### config.mk
export PLATFORM = sky130hd
export DESIGN_NAME = mem_port_arbiter_flat
export DESIGN_NICKNAME = d
export VERILOG_FILES = /design/src/rtl/mem_port_arbiter_pkg.sv /design/src/rtl/mem_port_arbiter_if.sv /design/src/rtl/mem_port_arbiter_watchdog.sv /design/src/rtl/mem_port_arbiter.sv /design/src/flat_wrapper.sv
export SDC_FILE = /design/constraint.sdc
export NUM_CORES = 1
export LEC_CHECK = 0
export CAP_MARGIN = 15
export CELL_PAD_IN_SITES_DETAIL_PLACEMENT = 0
export CELL_PAD_IN_SITES_GLOBAL_PLACEMENT = 1
export CORE_UTILIZATION = 30
export DETAILED_ROUTE_END_ITERATION = 10
export GPL_ROUTABILITY_DRIVEN = 0
export HOLD_SLACK_MARGIN = 0.03
export PLACE_DENSITY = 0.78
export SYNTH_ARGS = -nofsm -noshare
export SYNTH_HDL_FRONTEND = slang
export SYNTH_SLANG_ARGS = --single-unit
### constraint.sdc
create_clock -name clk_i -period 4.1 [get_ports clk_i]
set_clock_uncertainty 0.2 [all_clocks]
set_input_delay 0.41 -clock clk_i [delete_from_list [all_inputs] [get_ports clk_i]]
set_output_delay 0.41 -clock clk_i [all_outputs]
set_load 0.03 [all_outputs]
### src/rtl/mem_port_arbiter_pkg.sv
// Shared cpu package: word width, NOP data word, arbiter FSM states and the
// latched memory command.
package mem_port_arbiter_pkg;
  localparam int WORD_W = 32;
  typedef logic [WORD_W-1:0] word_t;
  localparam word_t NOP_WORD = '0;

  typedef enum logic [1:0] {
    IDLE    = 2'd0,
    BUSY_IF = 2'd1,
    BUSY_DM = 2'd2
  } arbState_e;

  typedef struct packed {
    logic  we;
    word_t addr;
    word_t wdata;
  } memCmd_t;
endpackage

### src/rtl/mem_port_arbiter_if.sv
// Fetch, data and unified-memory bus signals of the port arbiter.
interface mem_port_if;
  import mem_port_arbiter_pkg::*;

  logic  if_req_i;
  word_t if_addr_i;
  word_t if_rdata_o;
  logic  if_ready_o;
  logic  dm_req_i;
  logic  dm_we_i;
  word_t dm_addr_i;
  word_t dm_wdata_i;
  word_t dm_rdata_o;
  logic  dm_ready_o;
  logic  mem_req_o;
  logic  mem_we_o;
  word_t mem_addr_o;
  word_t mem_wdata_o;
  word_t mem_rdata_i;
  logic  mem_ack_i;
  logic  stall_o;
  logic  err_o;

  // Arbiter side.
  modport slave (
    input  if_req_i, if_addr_i, dm_req_i, dm_we_i, dm_addr_i, dm_wdata_i,
           mem_rdata_i, mem_ack_i,
    output if_rdata_o, if_ready_o, dm_rdata_o, dm_ready_o,
           mem_req_o, mem_we_o, mem_addr_o, mem_wdata_o, stall_o, err_o
  );

  // Requesters plus memory side.
  modport master (
    output if_req_i, if_addr_i, dm_req_i, dm_we_i, dm_addr_i, dm_wdata_i,
           mem_rdata_i, mem_ack_i,
    input  if_rdata_o, if_ready_o, dm_rdata_o, dm_ready_o,
           mem_req_o, mem_we_o, mem_addr_o, mem_wdata_o, stall_o, err_o
  );
endinterface

### src/rtl/mem_port_arbiter_watchdog.sv
// Busy-cycle watchdog: expired is high in the BUSY cycle that completes
// TIMEOUT cycles without an ack.
module mem_watchdog #(
  parameter int TIMEOUT = 16
) (
  input  logic clk_i,
  input  logic rst_i,
  input  logic clr,
  input  logic en,
  output logic expired
);
  localparam int CW = $clog2(TIMEOUT + 1);

  logic [CW-1:0] cnt;

  always_ff @(posedge clk_i or posedge rst_i) begin
    if (rst_i)                cnt <= '0;
    else if (clr)             cnt <= '0;
    else if (en && !expired)  cnt <= cnt + CW'(1);
  end

  assign expired = en && (cnt == CW'(TIMEOUT - 1));
endmodule

### src/rtl/mem_port_arbiter.sv
// Fetch/data arbiter in front of a unified single-port memory, with
// fetch-starvation guard and a busy watchdog that aborts hung accesses.
module mem_port_arbiter
  import mem_port_arbiter_pkg::*;
#(
  parameter int TIMEOUT    = 16,
  parameter int STARVE_MAX = 4
) (
  input logic      clk_i,
  input logic      rst_i,
  mem_port_if.slave bus
);
  localparam int SW = (STARVE_MAX > 0) ? $clog2(STARVE_MAX + 1) : 1;

  arbState_e     state, stateNxt;
  memCmd_t       cmd;
  logic [SW-1:0] starveCnt;
  logic          grantIf, grantDm, ackSeen, timedOut;
  logic          busy, starveHit, wdExpired;
  logic          ifReady, dmReady, err;
  word_t         ifRdata, dmRdata;

  assign busy      = (state != IDLE);
  assign starveHit = (STARVE_MAX > 0) && (starveCnt == SW'(STARVE_MAX)) && bus.if_req_i;

  always_ff @(posedge clk_i or posedge rst_i) begin
    if (rst_i) state <= IDLE;
    else       state <= stateNxt;
  end

  // No grant while a ready pulse is out: the requester still holds its request.
  always_comb begin
    stateNxt = state;
    grantIf  = 1'b0;
    grantDm  = 1'b0;
    ackSeen  = 1'b0;
    timedOut = 1'b0;
    case (state)
      IDLE: begin
        if (!(ifReady || dmReady)) begin
          if (bus.dm_req_i && !starveHit) begin
            grantDm  = 1'b1;
            stateNxt = BUSY_DM;
          end else if (bus.if_req_i) begin
            grantIf  = 1'b1;
            stateNxt = BUSY_IF;
          end
        end
      end
      BUSY_IF, BUSY_DM: begin
        if (bus.mem_ack_i) begin
          ackSeen  = 1'b1;
          stateNxt = IDLE;
        end else if (wdExpired) begin
          timedOut = 1'b1;
          stateNxt = IDLE;
        end
      end
      default: stateNxt = IDLE;
    endcase
  end

  mem_watchdog #(.TIMEOUT(TIMEOUT)) uWatchdog (
    .clk_i   (clk_i),
    .rst_i   (rst_i),
    .clr     (grantIf | grantDm),
    .en      (busy & ~bus.mem_ack_i),
    .expired (wdExpired)
  );

  always_ff @(posedge clk_i or posedge rst_i) begin
    if (rst_i) begin
      cmd       <= '0;
      starveCnt <= '0;
      ifReady   <= 1'b0;
      dmReady   <= 1'b0;
      ifRdata   <= NOP_WORD;
      dmRdata   <= NOP_WORD;
      err       <= 1'b0;
    end else begin
      ifReady <= 1'b0;
      dmReady <= 1'b0;
      if (grantDm) begin
        cmd <= '{we: bus.dm_we_i, addr: bus.dm_addr_i, wdata: bus.dm_wdata_i};
        if (bus.if_req_i && (starveCnt != SW'(STARVE_MAX)))
          starveCnt <= starveCnt + SW'(1);
      end
      if (grantIf) begin
        cmd       <= '{we: 1'b0, addr: bus.if_addr_i, wdata: NOP_WORD};
        starveCnt <= '0;
      end
      // Aborted accesses and writes complete with a zero data word.
      if (ackSeen || timedOut) begin
        if (state == BUSY_IF) begin
          ifReady <= 1'b1;
          ifRdata <= ackSeen ? bus.mem_rdata_i : NOP_WORD;
        end else begin
          dmReady <= 1'b1;
          dmRdata <= (ackSeen && !cmd.we) ? bus.mem_rdata_i : NOP_WORD;
        end
      end
      if (timedOut) err <= 1'b1;
    end
  end

  assign bus.mem_req_o   = busy;
  assign bus.mem_we_o    = busy & cmd.we;
  assign bus.mem_addr_o  = cmd.addr;
  assign bus.mem_wdata_o = cmd.wdata;
  assign bus.if_ready_o  = ifReady;
  assign bus.if_rdata_o  = ifRdata;
  assign bus.dm_ready_o  = dmReady;
  assign bus.dm_rdata_o  = dmRdata;
  assign bus.err_o       = err;
  assign bus.stall_o     = (bus.if_req_i & ~ifReady) | (bus.dm_req_i & ~dmReady);
endmodule

### src/flat_wrapper.sv
// flat-port wrapper written by rule: the top's interface ports become plain ports
module mem_port_arbiter_flat import mem_port_arbiter_pkg::*;
#(
  parameter int TIMEOUT    = 16,
  parameter int STARVE_MAX = 4
)
  (clk_i, rst_i, bus_if_req_i, bus_if_addr_i, bus_dm_req_i, bus_dm_we_i, bus_dm_addr_i, bus_dm_wdata_i, bus_mem_rdata_i, bus_mem_ack_i, bus_if_rdata_o, bus_if_ready_o, bus_dm_rdata_o, bus_dm_ready_o, bus_mem_req_o, bus_mem_we_o, bus_mem_addr_o, bus_mem_wdata_o, bus_stall_o, bus_err_o);
  mem_port_if bus_i ();
  input logic clk_i;
  input logic rst_i;
  input wire logic [$bits(bus_i.if_req_i)-1:0] bus_if_req_i;
  input wire logic [$bits(bus_i.if_addr_i)-1:0] bus_if_addr_i;
  input wire logic [$bits(bus_i.dm_req_i)-1:0] bus_dm_req_i;
  input wire logic [$bits(bus_i.dm_we_i)-1:0] bus_dm_we_i;
  input wire logic [$bits(bus_i.dm_addr_i)-1:0] bus_dm_addr_i;
  input wire logic [$bits(bus_i.dm_wdata_i)-1:0] bus_dm_wdata_i;
  input wire logic [$bits(bus_i.mem_rdata_i)-1:0] bus_mem_rdata_i;
  input wire logic [$bits(bus_i.mem_ack_i)-1:0] bus_mem_ack_i;
  output wire logic [$bits(bus_i.if_rdata_o)-1:0] bus_if_rdata_o;
  output wire logic [$bits(bus_i.if_ready_o)-1:0] bus_if_ready_o;
  output wire logic [$bits(bus_i.dm_rdata_o)-1:0] bus_dm_rdata_o;
  output wire logic [$bits(bus_i.dm_ready_o)-1:0] bus_dm_ready_o;
  output wire logic [$bits(bus_i.mem_req_o)-1:0] bus_mem_req_o;
  output wire logic [$bits(bus_i.mem_we_o)-1:0] bus_mem_we_o;
  output wire logic [$bits(bus_i.mem_addr_o)-1:0] bus_mem_addr_o;
  output wire logic [$bits(bus_i.mem_wdata_o)-1:0] bus_mem_wdata_o;
  output wire logic [$bits(bus_i.stall_o)-1:0] bus_stall_o;
  output wire logic [$bits(bus_i.err_o)-1:0] bus_err_o;
  assign bus_i.if_req_i = bus_if_req_i;
  assign bus_i.if_addr_i = bus_if_addr_i;
  assign bus_i.dm_req_i = bus_dm_req_i;
  assign bus_i.dm_we_i = bus_dm_we_i;
  assign bus_i.dm_addr_i = bus_dm_addr_i;
  assign bus_i.dm_wdata_i = bus_dm_wdata_i;
  assign bus_i.mem_rdata_i = bus_mem_rdata_i;
  assign bus_i.mem_ack_i = bus_mem_ack_i;
  assign bus_if_rdata_o = bus_i.if_rdata_o;
  assign bus_if_ready_o = bus_i.if_ready_o;
  assign bus_dm_rdata_o = bus_i.dm_rdata_o;
  assign bus_dm_ready_o = bus_i.dm_ready_o;
  assign bus_mem_req_o = bus_i.mem_req_o;
  assign bus_mem_we_o = bus_i.mem_we_o;
  assign bus_mem_addr_o = bus_i.mem_addr_o;
  assign bus_mem_wdata_o = bus_i.mem_wdata_o;
  assign bus_stall_o = bus_i.stall_o;
  assign bus_err_o = bus_i.err_o;
  mem_port_arbiter #(.TIMEOUT(TIMEOUT), .STARVE_MAX(STARVE_MAX)) u_core (.clk_i(clk_i), .rst_i(rst_i), .bus(bus_i));
endmodule
==> Word level (Yosys, flattened, before mapping) <==
Index checks and enable logic that the tools add are counted.
{ "word_totals": {"register_bits": 142, "input_bits": 134, "out_inout_bits": 134, "word_cells": 83} }
{ "classes": {"addsub": 2, "eq_ne": 8, "muxes": 31, "bitwise_logic": 10, "n_reduce_logical": 21} }
{ "op_table": {"columns": ["cell", "count"], "rows": [
  ["two-way mux 65 bit", 2],
  ["two-way mux 32 bit", 2],
  ["two-way mux 1 bit", 16],
  ["two-way mux 2 bit", 5],
  ["two-way mux 5 bit", 2],
  ["two-way mux 3 bit", 3],
  ["nonzero test 2 bit", 4],
  ["logical AND 1 bit", 6],
  ["inequality test 3 bit (second input constant)", 2],
  ["AND reduction 2 bit", 3],
  ["adder 5 x 1 -> 5 bit (second input constant)", 1],
  ["== test 5 x 4 -> 1 bit (second input constant)", 1],
  ["AND 1 bit", 4],
  ["inverter 1 bit", 4],
  ["case mux 2 bit (2 select lines)", 1],
  ["adder 3 x 1 -> 3 bit (second input constant)", 1],
  ["== test 3 bit (second input constant)", 1],
  ["logical NOT 1 bit", 3],
  ["inequality test 3 x 2 -> 1 bit (second input constant)", 1],
  ["AND reduction 3 bit", 1],
  ["== test 2 x 1 -> 1 bit (second input constant)", 1],
  ["== test 2 bit (second input constant)", 1],
  ["logical NOT 2 bit", 1],
  ["logical OR 1 bit", 2],
  ["3 further kinds", 4]
]} }

==> Depth between registers and ports, before layout <==
Gate-level depths: netlist (run 1).
{ "logic_depth": {"word_depth": 9, "depth_mapped": 8, "ltp_nobuf": 6} }

==> Cells and area by module <==
A second synthesis (run 1) with hierarchy kept.
{ "unflattened": {"cells_unflattened": 635, "area_unflattened_um2": 6317.3} }
{ "modules_own_cells": {"columns": ["module", "n_inst", "cells_per_inst", "area_each_um2", "seq_area_each_um2"], "rows": [
  ["mem_port_arbiter", 1, 610, 6038.3, 3428.3],
  ["mem_watchdog", 1, 25, 279.0, 125.1]
]} }

==> Worst setup path before layout (run 1) <==
OpenSTA, ideal clock, no wires.
{ "synth_timing": {"kind": "reg2reg", "from": "register u_core.uWatchdog.cnt[0]", "to": "register u_core.dmRdata[10], in the netlist u_core.bus.dm_rdata_o[10]", "setup_time_ns": 0.131, "t_arrival_ns": 1.817, "required_time_ns": 3.769, "setup_slack_ns": 1.952, "path_stages_with_launch": 9, "path_buffers": 2, "period_less_slack_ns": 2.148, "path_cell_list": "dfrtp_1 ha_1 and3_1 ha_1 nor2b_1 o211a_1 buf_2 buf_2 mux2i_1"} }
{ "synth_between": {"elab_chain_len": 7} }
{ "synth_lines": {"columns": ["element", "line", "rtl"], "rows": [
  ["start: declaration", "mem_port_arbiter_watchdog.sv:14", "logic [CW-1:0] cnt;"],
  ["start signal: assignment", "mem_port_arbiter_watchdog.sv:19", "else if (en && !expired) cnt <= cnt + CW'(1);"],
  ["== test 5 x 4 -> 1 bit", "mem_port_arbiter_watchdog.sv:22", "assign expired = en && (cnt == CW'(TIMEOUT - 1));"],
  ["logical AND 1 bit", "mem_port_arbiter_watchdog.sv:22", null],
  ["two-way mux 1 bit", "mem_port_arbiter.sv:54", "end else if (wdExpired) begin"],
  ["two-way mux 1 bit", "mem_port_arbiter.sv:51", "if (bus.mem_ack_i) begin"],
  ["two-way mux 1 bit", "mem_port_arbiter.sv:38", "case (state)"],
  ["logical OR 1 bit", "mem_port_arbiter.sv:93", "if (ackSeen || timedOut) begin"],
  ["AND reduction 2 bit (no source line)", null, null],
  ["end signal: assignment", "mem_port_arbiter.sv:99", "dmRdata <= (ackSeen && !cmd.we) ? bus.mem_rdata_i : NOP_WORD;"],
  ["end: declaration", "mem_port_arbiter.sv:21", "word_t ifRdata, dmRdata;"]
]} }
Every way passes these cells.
A chain may end at the register's enable or synchronous reset.

==> Final worst setup path (run 1) <==
{ "layout_timing": {"from": "register u_core.state[1]", "to": "register u_core.cmd, in the netlist u_core.bus.mem_addr_o[31]"} }
{ "layout_between": {"elab_chain_len": 3, "word_cells_on_any_way": 5, "classes_between": "mux: 3; reduce/logical: 2"} }
{ "layout_lines": {"columns": ["element", "line", "rtl"], "rows": [
  ["start: declaration", "mem_port_arbiter.sv:15", "arbState_e state, stateNxt;"],
  ["start signal: assignment", "mem_port_arbiter.sv:28", "else state <= stateNxt;"],
  ["logical NOT 2 bit *", "mem_port_arbiter.sv:38", null],
  ["two-way mux 1 bit", "mem_port_arbiter.sv:38", null],
  ["two-way mux 65 bit / nonzero test 2 bit (equally long branches)", null, null],
  ["end signal: assignment", "mem_port_arbiter.sv:84", "cmd <= '{we: bus.dm_we_i, addr: bus.dm_addr_i, wdata: bus.dm_wdata_i};"],
  ["end signal: assignment", "mem_port_arbiter.sv:89", "cmd <= '{we: 1'b0, addr: bus.if_addr_i, wdata: NOP_WORD};"],
  ["end: declaration", "mem_port_arbiter.sv:16", "memCmd_t cmd;"]
]} }
Every way passes the cells marked *; elsewhere a longest branch is shown, timed or not.

==> flow_results.xml, run 1 <==
<?xml version="1.0" encoding="UTF-8"?>
<metrics>
  <group name="outcome">
    <metric name="outcome" unit="">completed</metric>
  </group>
  <group name="clock_tree">
    <metric name="cts-resized-gates" unit="">0</metric>
    <metric name="register_clock_pin_slew_on_the_reported_worst_setup_and_hold_paths" unit="ns">0.06</metric>
    <metric name="tritoncts" unit="">built</metric>
    <metric name="htree_levels" unit="">4</metric>
    <metric name="total_clock_buffers_created_by_cts" unit="">17</metric>
    <metric name="cts_post_setup_buffers_inserted" unit="">0</metric>
    <metric name="clock-root-buffer" unit="">clkbuf_16</metric>
    <metric name="clk-insertion-delay-late" unit="ns">0.41</metric>
    <metric name="clock_sink_count" unit="">142</metric>
    <metric name="cts.hold.buffers_added" unit="">0</metric>
    <metric name="max-clock-path-buffers" unit="">2</metric>
  </group>
  <group name="die">
    <metric name="io_pins" unit="">268</metric>
    <metric name="core-area" unit="um^2">21900</metric>
    <metric name="die_w" unit="um">152</metric>
    <metric name="fp.dieH" unit="um">152</metric>
    <metric name="die_area" unit="um^2">23000</metric>
    <metric name="num_rows" unit="">54</metric>
    <metric name="floorplan.initialDensity" unit="">0.307</metric>
  </group>
  <group name="sta">
    <metric name="setup_viol_count_final" unit="">0</metric>
    <metric name="tns" unit="ns">0</metric>
    <metric name="final.period_utilization" unit="">0.745</metric>
    <metric name="worst_slew_pin_slew" unit="ns">0.793</metric>
    <metric name="timing_max_transition_violations_final" unit="">0</metric>
    <metric name="hold_viol_final" unit="">0</metric>
    <metric name="fmax" unit="MHz">328</metric>
    <metric name="post-route-min-period" unit="ns">3.05</metric>
    <metric name="grt_setup_unrepaired" unit="">no</metric>
    <metric name="timing.slew.headroom" unit="">0.471</metric>
  </group>
  <group name="cells_and_area">
    <metric name="utilization" unit="">0.446</metric>
    <metric name="finalNetCount" unit="">943</metric>
    <metric name="drive_above_1_share" unit="">0.0870</metric>
    <metric name="antenna_cells_inserted" unit="">0</metric>
    <metric name="layout.cells.most_common_list" unit="">267 x clkdlybuf4s50_1, 142 x dfrtp_1, 74 x inv_1</metric>
    <metric name="final_common_cell" unit="">clkdlybuf4s50_1</metric>
    <metric name="flow.area_growth_from_synthesis" unit="%">45.2</metric>
  </group>
  <group name="logic_synthesis">
    <metric name="netlist.area_leader.share" unit="">0.528</metric>
    <metric name="synth_async_sr_flop_share" unit="">1.00</metric>
    <metric name="synth.net_count" unit="">753</metric>
    <metric name="synth_area" unit="um^2">6730</metric>
    <metric name="yosys_register_bits" unit="">142</metric>
    <metric name="synth-edff-count" unit="">0</metric>
    <metric name="synth.area.top_cells" unit="">dfrtp_1 53%, a22o_1 8.5%, buf_4 7.1%</metric>
    <metric name="syn_area_per_cell" unit="um^2">11.0</metric>
    <metric name="synth.yosys.seq_area_share" unit="">0.528</metric>
    <metric name="syn-instance-count" unit="">613</metric>
    <metric name="ys.warnings.count" unit="">0</metric>
    <metric name="synth.largest_area_cell" unit="">dfrtp_1</metric>
    <metric name="synth_flop_cell" unit="">dfrtp_1</metric>
    <metric name="synth.distinct_cells" unit="">38</metric>
  </group>
  <group name="min_path">
    <metric name="worstHoldPathCells" unit="">1</metric>
    <metric name="timing.hold.worst_endpoint" unit="">u_core.bus.err_o</metric>
    <metric name="tightest_hold_check_type" unit="">reg -&gt; reg</metric>
    <metric name="hold_path_startpoint" unit="">u_core.bus.err_o</metric>
  </group>
  <group name="routing">
    <metric name="vias_per_inst" unit="">4.73</metric>
    <metric name="num_vias" unit="">5189</metric>
    <metric name="finalWirelength" unit="mm">18.8</metric>
    <metric name="routedWlPerCell" unit="um">17.1</metric>
    <metric name="detail_route.iter0.violations" unit="">164</metric>
    <metric name="drtPass1Iterations" unit="">4</metric>
    <metric name="drt.antenna.violating_nets" unit="">0</metric>
    <metric name="drcViolationCount" unit="">0</metric>
  </group>
  <group name="setup_path">
    <metric name="worstReg2RegStart" unit="">u_core.state[1]</metric>
    <metric name="timing.critical_path.required" unit="ns">4.19</metric>
    <metric name="critPathMaxFanout" unit="">44</metric>
    <metric name="regToRegEndpoint" unit="">u_core.bus.mem_addr_o[31]</metric>
    <metric name="ff2ff_setup_slack" unit="ns">1.05</metric>
    <metric name="worst-endpoint-arrival" unit="ns">3.15</metric>
    <metric name="logic_depth_of_the_worst_register_to_register_path" unit="">7</metric>
    <metric name="startpoint_type" unit="">register</metric>
    <metric name="critical_path.endpoint_type" unit="">register</metric>
    <metric name="timing.setup.critical_path_class" unit="">reg -&gt; reg</metric>
  </group>
  <group name="global_routing">
    <metric name="number_of_antenna_violations_at_the_first_check_in_global_routing" unit="">1</metric>
    <metric name="grt_overflow" unit="">0</metric>
    <metric name="grt_util_all_layers" unit="">0.164</metric>
    <metric name="grt_pass1_vias" unit="">5263</metric>
    <metric name="grt_first_pass_wirelength" unit="mm">28.8</metric>
    <metric name="grt_max_degree" unit="">143</metric>
  </group>
  <group name="power_and_ir_drop">
    <metric name="p_leak" unit="nW">4.13</metric>
    <metric name="power_per_unit_of_standard_cell_area" unit="nW/um^2">838</metric>
    <metric name="power.ir.vdd_worst" unit="mV">0.406</metric>
  </group>
  <group name="place">
    <metric name="detailed_place_hpwl" unit="mm">12.4</metric>
    <metric name="port-buffer-count" unit="">267</metric>
  </group>
  <group name="run">
    <metric name="cap_violations" unit="">0</metric>
  </group>
</metrics>
[cell type report]
cell class	instances	area, um^2
Clock buffer	19	443
Clock inverter	13	133
Fill cell	2087	12100
Inverter	75	285
Multi-Input combinational cell	287	2220
Sequential cell	142	3550
Tap cell	280	350
Timing Repair Buffer	280	2780
[sequential cells by signal, summed over array words and instances (netlist names)]
register / cells
u_core.bus.if_rdata_o: 32
u_core.bus.dm_rdata_o: 32
u_core.bus.err_o: 1
u_core.starveCnt: 3
u_core.bus.mem_addr_o: 32
u_core.uWatchdog.cnt: 5
u_core.bus.if_ready_o: 1
u_core.state: 2
u_core.bus.dm_ready_o: 1
u_core.bus.mem_wdata_o: 32
u_core.cmd: 1
[stage by stage]
| stage | hold WS, ns | worst slack (ns) | std cells | power, mW | cell area (um^2) |
|---|---|---|---|---|---|
| 2_1_floorplan | 0.274 | 1.71 | 613 | 5.41 | 6730 |
| 3_3_place_gp | 0.242 | 1.11 | 1064 | 6.68 | 9190 |
| 3_5_place_dp | 0.254 | 1.06 | 1064 | 6.72 | 9190 |
| 4_1_cts | 0.272 | 1.04 | 1096 | 8.29 | 9770 |
| 5_1_grt | 0.298 | 0.874 | 1096 | 8.67 | 9770 |
| 6_report | 0.271 | 1.05 | 1096 | 8.18 | 9770 |
[layer usage]
layer / routed length (um) / track usage
met1: 8180 / 0.204
met2: 8440 / 0.257
met3: 1950 / 0.0653
met4: 205 / 0.0515
met5: 0 / 0
[worst max-delay path by stage]
| stage | startpoint | to | slack, ns | cells after the start |
|---|---|---|---|---|
| after floorplan | rst_i | u_core.bus.dm_rdata_o[0] | 1.71 | 1 |
| final | u_core.state[1] | u_core.bus.mem_addr_o[31] | 1.05 | 7 |
| after CTS | u_core.state[1] | u_core.bus.mem_addr_o[31] | 1.04 | 7 |
| after global routing | u_core.state[1] | u_core.bus.mem_addr_o[29] | 0.87 | 7 |
| after detailed placement | u_core.state[1] | u_core.bus.mem_addr_o[31] | 1.06 | 7 |
| after global placement | u_core.state[0] | u_core.bus.mem_addr_o[31] | 1.11 | 7 |
[Yosys cell counts, drive strengths merged (2+ instances only)]
cell / instances
nor2: 37
o22ai: 2
buf: 84
nor3: 2
a21o: 3
nand3: 3
or3: 2
dfrtp: 142
xnor2: 2
mux2i: 32
nand2: 37
o21ai: 5
and3: 3
clkbuf: 25
a211oi: 33
a21oi: 4
nor3b: 2
nor4b: 2
a22o: 65
ha: 6
nor2b: 4
inv: 75
a221oi: 32
[critical path, cell delays in order, from the launching register on]
cell	delay, ns
dfrtp_1	0.39
inv_1	0.08
ha_1	0.40
or3b_1	0.39
buf_4	0.26
a21o_2	0.40
buf_4	0.38
a221oi_1	0.40
[where the power goes]
part / switching, mW / internal [mW] / total (mW) / leakage (nW)
Combinational: 2.47 / 1.83 / 4.30 / 2.07
Clock: 0.650 / 0.865 / 1.51 / 0.269
Sequential: 0.349 / 2.02 / 2.37 / 1.79
[cell families (layout without fill, tap and decap cells)]
family	Yosys count	count (layout)	synth area share
multiplexers	32	32	0.0476
adder cells (fa/ha/maj)	6	6	0.0112
AO/OA/AOI/OAI	150	150	0.201
flip-flops	142	142	0.528
XOR/XNOR	2	2	0.00260
AND/OR/NAND/NOR	97	97	0.0651
buffers and inverters	184	387	0.145
Note: power is estimated with default switching activity, not from simulation.
==> run 2: changes to the inputs <==
--- a/config.mk
+++ b/config.mk
@@ -8,11 +8,11 @@
 export CAP_MARGIN = 15
 export CELL_PAD_IN_SITES_DETAIL_PLACEMENT = 0
 export CELL_PAD_IN_SITES_GLOBAL_PLACEMENT = 1
-export CORE_UTILIZATION = 30
+export CORE_UTILIZATION = 33
 export DETAILED_ROUTE_END_ITERATION = 10
 export GPL_ROUTABILITY_DRIVEN = 0
 export HOLD_SLACK_MARGIN = 0.03
-export PLACE_DENSITY = 0.78
+export PLACE_DENSITY = 0.82
 export SYNTH_ARGS = -nofsm -noshare
 export SYNTH_HDL_FRONTEND = slang
 export SYNTH_SLANG_ARGS = --single-unit
==> constraint.sdc (replaced) <==
create_clock -name clk_i -period 3.06 [get_ports clk_i]
set_clock_uncertainty 0.2 [all_clocks]
set_input_delay 0.306 -clock clk_i [delete_from_list [all_inputs] [get_ports clk_i]]
set_output_delay 0.306 -clock clk_i [all_outputs]
set_load 0.03 [all_outputs]
==> run 2 against run 1 <==
  * Worst setup slack got worse by 0.55 ns
  * Sequential share of layout area decreased by 0.19 points
  * Final cell count decreased by 1.3%
  * Critical path type is now reg -> out
  * Critical endpoint is now bus_mem_we_o
==> flow_results.xml, run 2 (synthesis results as in run 1) <==
<?xml version="1.0" encoding="UTF-8"?>
<metrics>
  <group name="clock_tree">
    <metric name="total_clock_buffers_created_by_cts" unit="">17</metric>
    <metric name="tritoncts" unit="">built</metric>
    <metric name="htree_levels" unit="">4</metric>
    <metric name="register_clock_pin_slew_on_the_reported_worst_setup_and_hold_paths" unit="ns">0.07</metric>
    <metric name="cts_post_setup_buffers_inserted" unit="">0</metric>
    <metric name="clock_sink_count" unit="">142</metric>
    <metric name="clk-insertion-delay-late" unit="ns">0.41</metric>
    <metric name="cts-resized-gates" unit="">0</metric>
    <metric name="max-clock-path-buffers" unit="">2</metric>
    <metric name="cts.hold.buffers_added" unit="">0</metric>
    <metric name="clock-root-buffer" unit="">clkbuf_16</metric>
  </group>
  <group name="setup_path">
    <metric name="startpoint_type" unit="">register</metric>
    <metric name="timing.critical_path.required" unit="ns">2.55</metric>
    <metric name="worst-endpoint-arrival" unit="ns">2.06</metric>
    <metric name="timing.setup.critical_path_class" unit="">reg -&gt; out</metric>
    <metric name="cp_slowest_cell" unit="">clkdlybuf4s50_1</metric>
    <metric name="worst_path_largest_cell_delay" unit="ns">0.71</metric>
    <metric name="critical_path.endpoint_type" unit="">primary output</metric>
    <metric name="cpLargestDelayFamily" unit="">buffers and inverters</metric>
    <metric name="worstPathCellList" unit="">inv_1, ha_1, nor2b_1, clkdlybuf4s50_1</metric>
    <metric name="cp.buffers_inverters" unit="">2</metric>
    <metric name="critPathMaxFanout" unit="">11</metric>
  </group>
  <group name="routing">
    <metric name="drtPass1Iterations" unit="">4</metric>
    <metric name="vias_per_inst" unit="">4.79</metric>
    <metric name="drt.antenna.violating_nets" unit="">0</metric>
    <metric name="finalWirelength" unit="mm">18.1</metric>
    <metric name="num_vias" unit="">5180</metric>
    <metric name="detail_route.iter0.violations" unit="">163</metric>
    <metric name="routedWlPerCell" unit="um">16.7</metric>
    <metric name="drcViolationCount" unit="">0</metric>
  </group>
  <group name="power_and_ir_drop">
    <metric name="power_per_unit_of_standard_cell_area" unit="nW/um^2">1130</metric>
    <metric name="p_leak" unit="nW">4.17</metric>
    <metric name="power.ir.vdd_worst" unit="mV">0.540</metric>
  </group>
  <group name="global_routing">
    <metric name="grt_max_degree" unit="">75</metric>
    <metric name="grt_first_pass_wirelength" unit="mm">28.4</metric>
    <metric name="number_of_antenna_violations_at_the_first_check_in_global_routing" unit="">0</metric>
    <metric name="grt_overflow" unit="">0</metric>
    <metric name="grt_util_all_layers" unit="">0.177</metric>
    <metric name="grt_pass1_vias" unit="">5363</metric>
  </group>
  <group name="cells_and_area">
    <metric name="drive_above_1_share" unit="">0.0894</metric>
    <metric name="flow.area_growth_from_synthesis" unit="%">45.9</metric>
    <metric name="finalNetCount" unit="">944</metric>
    <metric name="final_common_cell" unit="">clkdlybuf4s50_1</metric>
    <metric name="antenna_cells_inserted" unit="">0</metric>
    <metric name="layout.cells.most_common_list" unit="">266 x clkdlybuf4s50_1, 142 x dfrtp_1, 74 x inv_1</metric>
  </group>
  <group name="die">
    <metric name="fp.dieH" unit="um">145</metric>
    <metric name="die_w" unit="um">145</metric>
    <metric name="io_pins" unit="">268</metric>
    <metric name="floorplan.initialDensity" unit="">0.341</metric>
    <metric name="die_area" unit="um^2">21000</metric>
    <metric name="num_rows" unit="">51</metric>
    <metric name="core-area" unit="um^2">19700</metric>
  </group>
  <group name="sta">
    <metric name="finalHoldWorstSlack" unit="ns">0.0616</metric>
    <metric name="fmax" unit="MHz">390</metric>
    <metric name="timing.slew.headroom" unit="">0.304</metric>
    <metric name="post-route-min-period" unit="ns">2.57</metric>
    <metric name="grt_setup_unrepaired" unit="">no</metric>
    <metric name="worst_slew_pin_slew" unit="ns">1.04</metric>
    <metric name="tns" unit="ns">0</metric>
    <metric name="final.period_utilization" unit="">0.838</metric>
    <metric name="timing_max_transition_violations_final" unit="">0</metric>
    <metric name="setup_viol_count_final" unit="">0</metric>
    <metric name="hold_viol_final" unit="">0</metric>
  </group>
  <group name="place">
    <metric name="detailed_place_hpwl" unit="mm">12.2</metric>
    <metric name="port-buffer-count" unit="">267</metric>
  </group>
  <group name="outcome">
    <metric name="outcome" unit="">completed</metric>
  </group>
  <group name="min_path">
    <metric name="tightest_hold_check_type" unit="">in -&gt; async</metric>
  </group>
  <group name="run">
    <metric name="cap_violations" unit="">0</metric>
  </group>
</metrics>
run 2: final timing paths:
check	start	endpoint	slack [ns]	cells after the start
max in group asynchronous	rst_i	u_core.state[1]	1.84	3
worst min register to register	u_core.bus.err_o	u_core.bus.err_o	0.28	1
worst max register to register	u_core.state[0]	u_core.bus.mem_wdata_o[10]	0.53	7
worst max-delay path	u_core.state[0]	bus_mem_we_o	0.49	4
min in group clk_i	bus_mem_rdata_i[7]	u_core.bus.dm_rdata_o[7]	0.27	3
worst min-delay path	rst_i	u_core.bus.dm_rdata_o[21]	0.06	2
run 2: final cells by class:
cell class | count | area, um^2
sequential | 142 | 3550
clock inverter | 14 | 175
fill | 1808 | 9900
tap | 265 | 332
inverter | 75 | 285
clock buffer | 18 | 429
timing repair buffer | 281 | 2830
multi-input combinational | 287 | 2220
run 2: worst register-to-register path, stage by stage, from the launching register on:
cell and delay (ns):
dfrtp_1 0.41, inv_1 0.07, ha_1 0.39, or3b_1 0.43
buf_4 0.24, nor3_4 0.17, buf_4 0.35, a22o_1 0.21
run 2: per-stage QoR:
stage | std cells | util | worst slack [ns] | total power [mW] | area (um^2)
after floorplan | 613 | - | 0.777 | 7.25 | 6730
after global placement | 1050 | 0.467 | 0.574 | 8.97 | 9220
after detailed placement | 1050 | 0.467 | 0.534 | 9.02 | 9220
after CTS | 1082 | 0.498 | 0.464 | 11.2 | 9820
after global routing | 1082 | 0.498 | 0.347 | 11.8 | 9820
final | 1082 | 0.498 | 0.495 | 11.1 | 9820
run 2: power by group:
| group | total, mW | internal (mW) | switching, mW |
|---|---|---|---|
| clock | 2.13 | 1.24 | 0.892 |
| combinational | 5.77 | 2.49 | 3.28 |
| sequential | 3.19 | 2.71 | 0.483 |
| total | 11.1 | 6.44 | 4.65 |
run 2: metal layers:
metal	routed length (um)	share of wire	track usage
met3	1830	0.10	0.0688
met1	7670	0.42	0.217
met2	8390	0.46	0.286
met4	184	0.010	0.0554
met5	0	0	0
==> RTL change, RTL diff (config.mk and constraints of run 2) <==
`STARVE_MAX` is set to 4 in 2 places; all go to 8.
--- a/src/rtl/mem_port_arbiter.sv
+++ b/src/rtl/mem_port_arbiter.sv
@@ -5,5 +5,5 @@
 #(
   parameter int TIMEOUT    = 16,
-  parameter int STARVE_MAX = 4
+  parameter int STARVE_MAX = 8
 ) (
   input logic      clk_i,
--- a/src/flat_wrapper.sv
+++ b/src/flat_wrapper.sv
@@ -3,5 +3,5 @@
 #(
   parameter int TIMEOUT    = 16,
-  parameter int STARVE_MAX = 4
+  parameter int STARVE_MAX = 8
 )
   (clk_i, rst_i, bus_if_req_i, bus_if_addr_i, bus_dm_req_i, bus_dm_we_i, bus_dm_addr_i, bus_dm_wdata_i, bus_mem_rdata_i, bus_mem_ack_i, bus_if_rdata_o, bus_if_ready_o, bus_dm_rdata_o, bus_dm_ready_o, bus_mem_req_o, bus_mem_we_o, bus_mem_addr_o, bus_mem_wdata_o, bus_stall_o, bus_err_o);
Formal check against the unedited RTL: no difference found for any inputs over 4 cycles, from zero or initial values and one cycle with rst_i high; that may be too few to reach the edited logic, so the function may still have changed.
==> RTL change against run 2 <==
Cell area down 4.5%. Routed wire length down 4.3%. Critical path type unchanged. Maximum frequency down 2.3%. Power down 0.38%. Sequential cell count up 1. Non-clock buffer count down 1. Synthesized cell count down 0.98%. Via count down 3.9%. Global-route usage up 0.49 points. Area after synthesis down 6.6%. Sequential share of layout area up 2.0 points. Setup slack worse by 0.060 ns.
==> RTL change: results <==
[clock_network]
ctsResizeCount = 0
h-tree-depth = 4
cts_buffers = 17
cts_setup_buffers = 0
clk_pin_slew_ns = 0.06
clockBufferDepth = 2
worstSkewPairLatency_ns = 0.41
clockRootBuffer = clkbuf_16

[worst_setup_path]
r2r_slack_ns = 0.64
worstSetupStartpoint = u_core.state[0]
rr_worst_depth = 7
arrival_ns = 2.12
critPathMaxFanout = 8
rr_startpoint = u_core.uWatchdog.cnt[0]
reg2reg_to = u_core.bus.dm_rdata_o[1]

[logic_synthesis]
synth_seq_area_share_pct = 56.9
synthesis.nets = 747
synth_area_leaders = dfrtp_1 57%, a22o_1 9.1%, buf_4 7.8%, nand2_1 6.2%, a21oi_1 5.1%
synthCells = 607
synth_area_leader_cell = dfrtp_1
synth_common_cells = 143 x dfrtp_1, 103 x nand2_1, 65 x a22o_1, 65 x buf_4, 64 x a21oi_1
yosys_warnings = 0
ys_types = 43
ys_async_sr_fraction_pct = 100

[global_route]
grt_pass1_wl_um = 28000
grt_max_degree = 78
grtUsageTotal_pct = 18.2
antenna_found_initial = 0
grt_pass1_vias = 5122

[routing]
firstDrtPassIters = 4
drt_iter0_drc = 164
routed_wl_um = 17300
vias = 4980

[finish]
fill_cells = 1732
nNetsFinal = 947
num_antenna_cells = 0
final-instance-count-excl-fill = 1053
drive_gt1_share_pct = 7.20

[pwr]
ir_drop_uv = 482
p_leak_uw = 0.00405

[min_path]
hp-class = in2async

[sta]
slew-limit-headroom_pct = 53.6

[placed_design]
dp_cells = 1022
port_buffers = 267
post_dp_cell_area_mm2 = 0.00878
hpwl_um = 11800

[outcome]
outcome = complete, no violations
RTL change: changes by cell type after synthesis, sizes merged, moves of 3 or more:
cell	run 2	this run
nand3	3	0
o21ai	5	41
mux2i	32	1
clkbuf	25	17
nand2	37	103
a211oi	33	2
a221oi	32	0
inv	75	11
a21oi	4	64
RTL change: stage by stage:
stage               setup WS, ns  hold WS, ns
finish                     0.435       0.0651
global route               0.323       0.0753
CTS                        0.417       0.0616
detailed placement         0.518        0.248
global placement           0.526        0.262
floorplan                  0.763        0.233
RTL change: metal layers:
layer | share of wire (%) | wire length, µm | vias up | GRT usage (%)
met2 | 45 | 7700 | 204 | 29.0
met4 | 1.1 | 189 | 0 | 6.02
li1 | - | - | 2420 | -
met5 | 0 | 0 | - | 0
met1 | 44 | 7690 | 2344 | 22.3
met3 | 10 | 1720 | 12 | 7.62
RTL change: kinds of logic (layout without fill, tap and decap cells):
group	Yosys count	after routing	synth area share (%)
buffers and inverters	110	322	11.1
AO/OA/AOI/OAI	182	182	19.2
AND/OR/NAND/NOR	161	161	10.9
adder cells (fa/ha/maj)	6	6	1.19
XOR/XNOR	3	3	0.418
multiplexers	2	2	0.338
flip-flops	143	143	56.9
RTL change: how the worst max path moves through the flow:
stage                          endpoint  slack, ns  depth (start not counted)
6_report                   bus_mem_we_o       0.43                          4
3_5_place_dp                bus_stall_o       0.52                          4
4_1_cts                    bus_mem_we_o       0.42                          4
2_1_floorplan  u_core.bus.dm_rdata_o[0]       0.76                          1
5_1_grt                    bus_mem_we_o       0.32                          4
3_3_place_gp                bus_stall_o       0.53                          4
RTL change: layout make-up:
| type | instances | area (µm²) | area share, % |
|---|---|---|---|
| clock buffer | 18 | 439 | 4.68 |
| tap | 234 | 293 | 3.12 |
| clock inverter | 13 | 163 | 1.73 |
| inverter | 11 | 45.0 | 0.480 |
| timing repair buffer | 280 | 2820 | 30.1 |
| sequential | 143 | 3580 | 38.2 |
| multi-input combinational | 354 | 2040 | 21.7 |
RTL change: power breakdown:
part / total, µW / internal, µW / leakage (µW) / switching [µW]
logic: 5690 / 2400 / 0.00196 / 3300
clock network: 2120 / 1300 / 0.000289 / 820
registers: 3230 / 2750 / 0.00181 / 483
total: 11000 / 6450 / 0.00405 / 4600
RTL change: worst max-delay path, cell delays in order (launching register included):
cell and delay [ns]:
dfrtp_1 0.39, inv_1 0.06, ha_1 0.30, and2b_2 0.25
clkdlybuf4s50_1 0.72
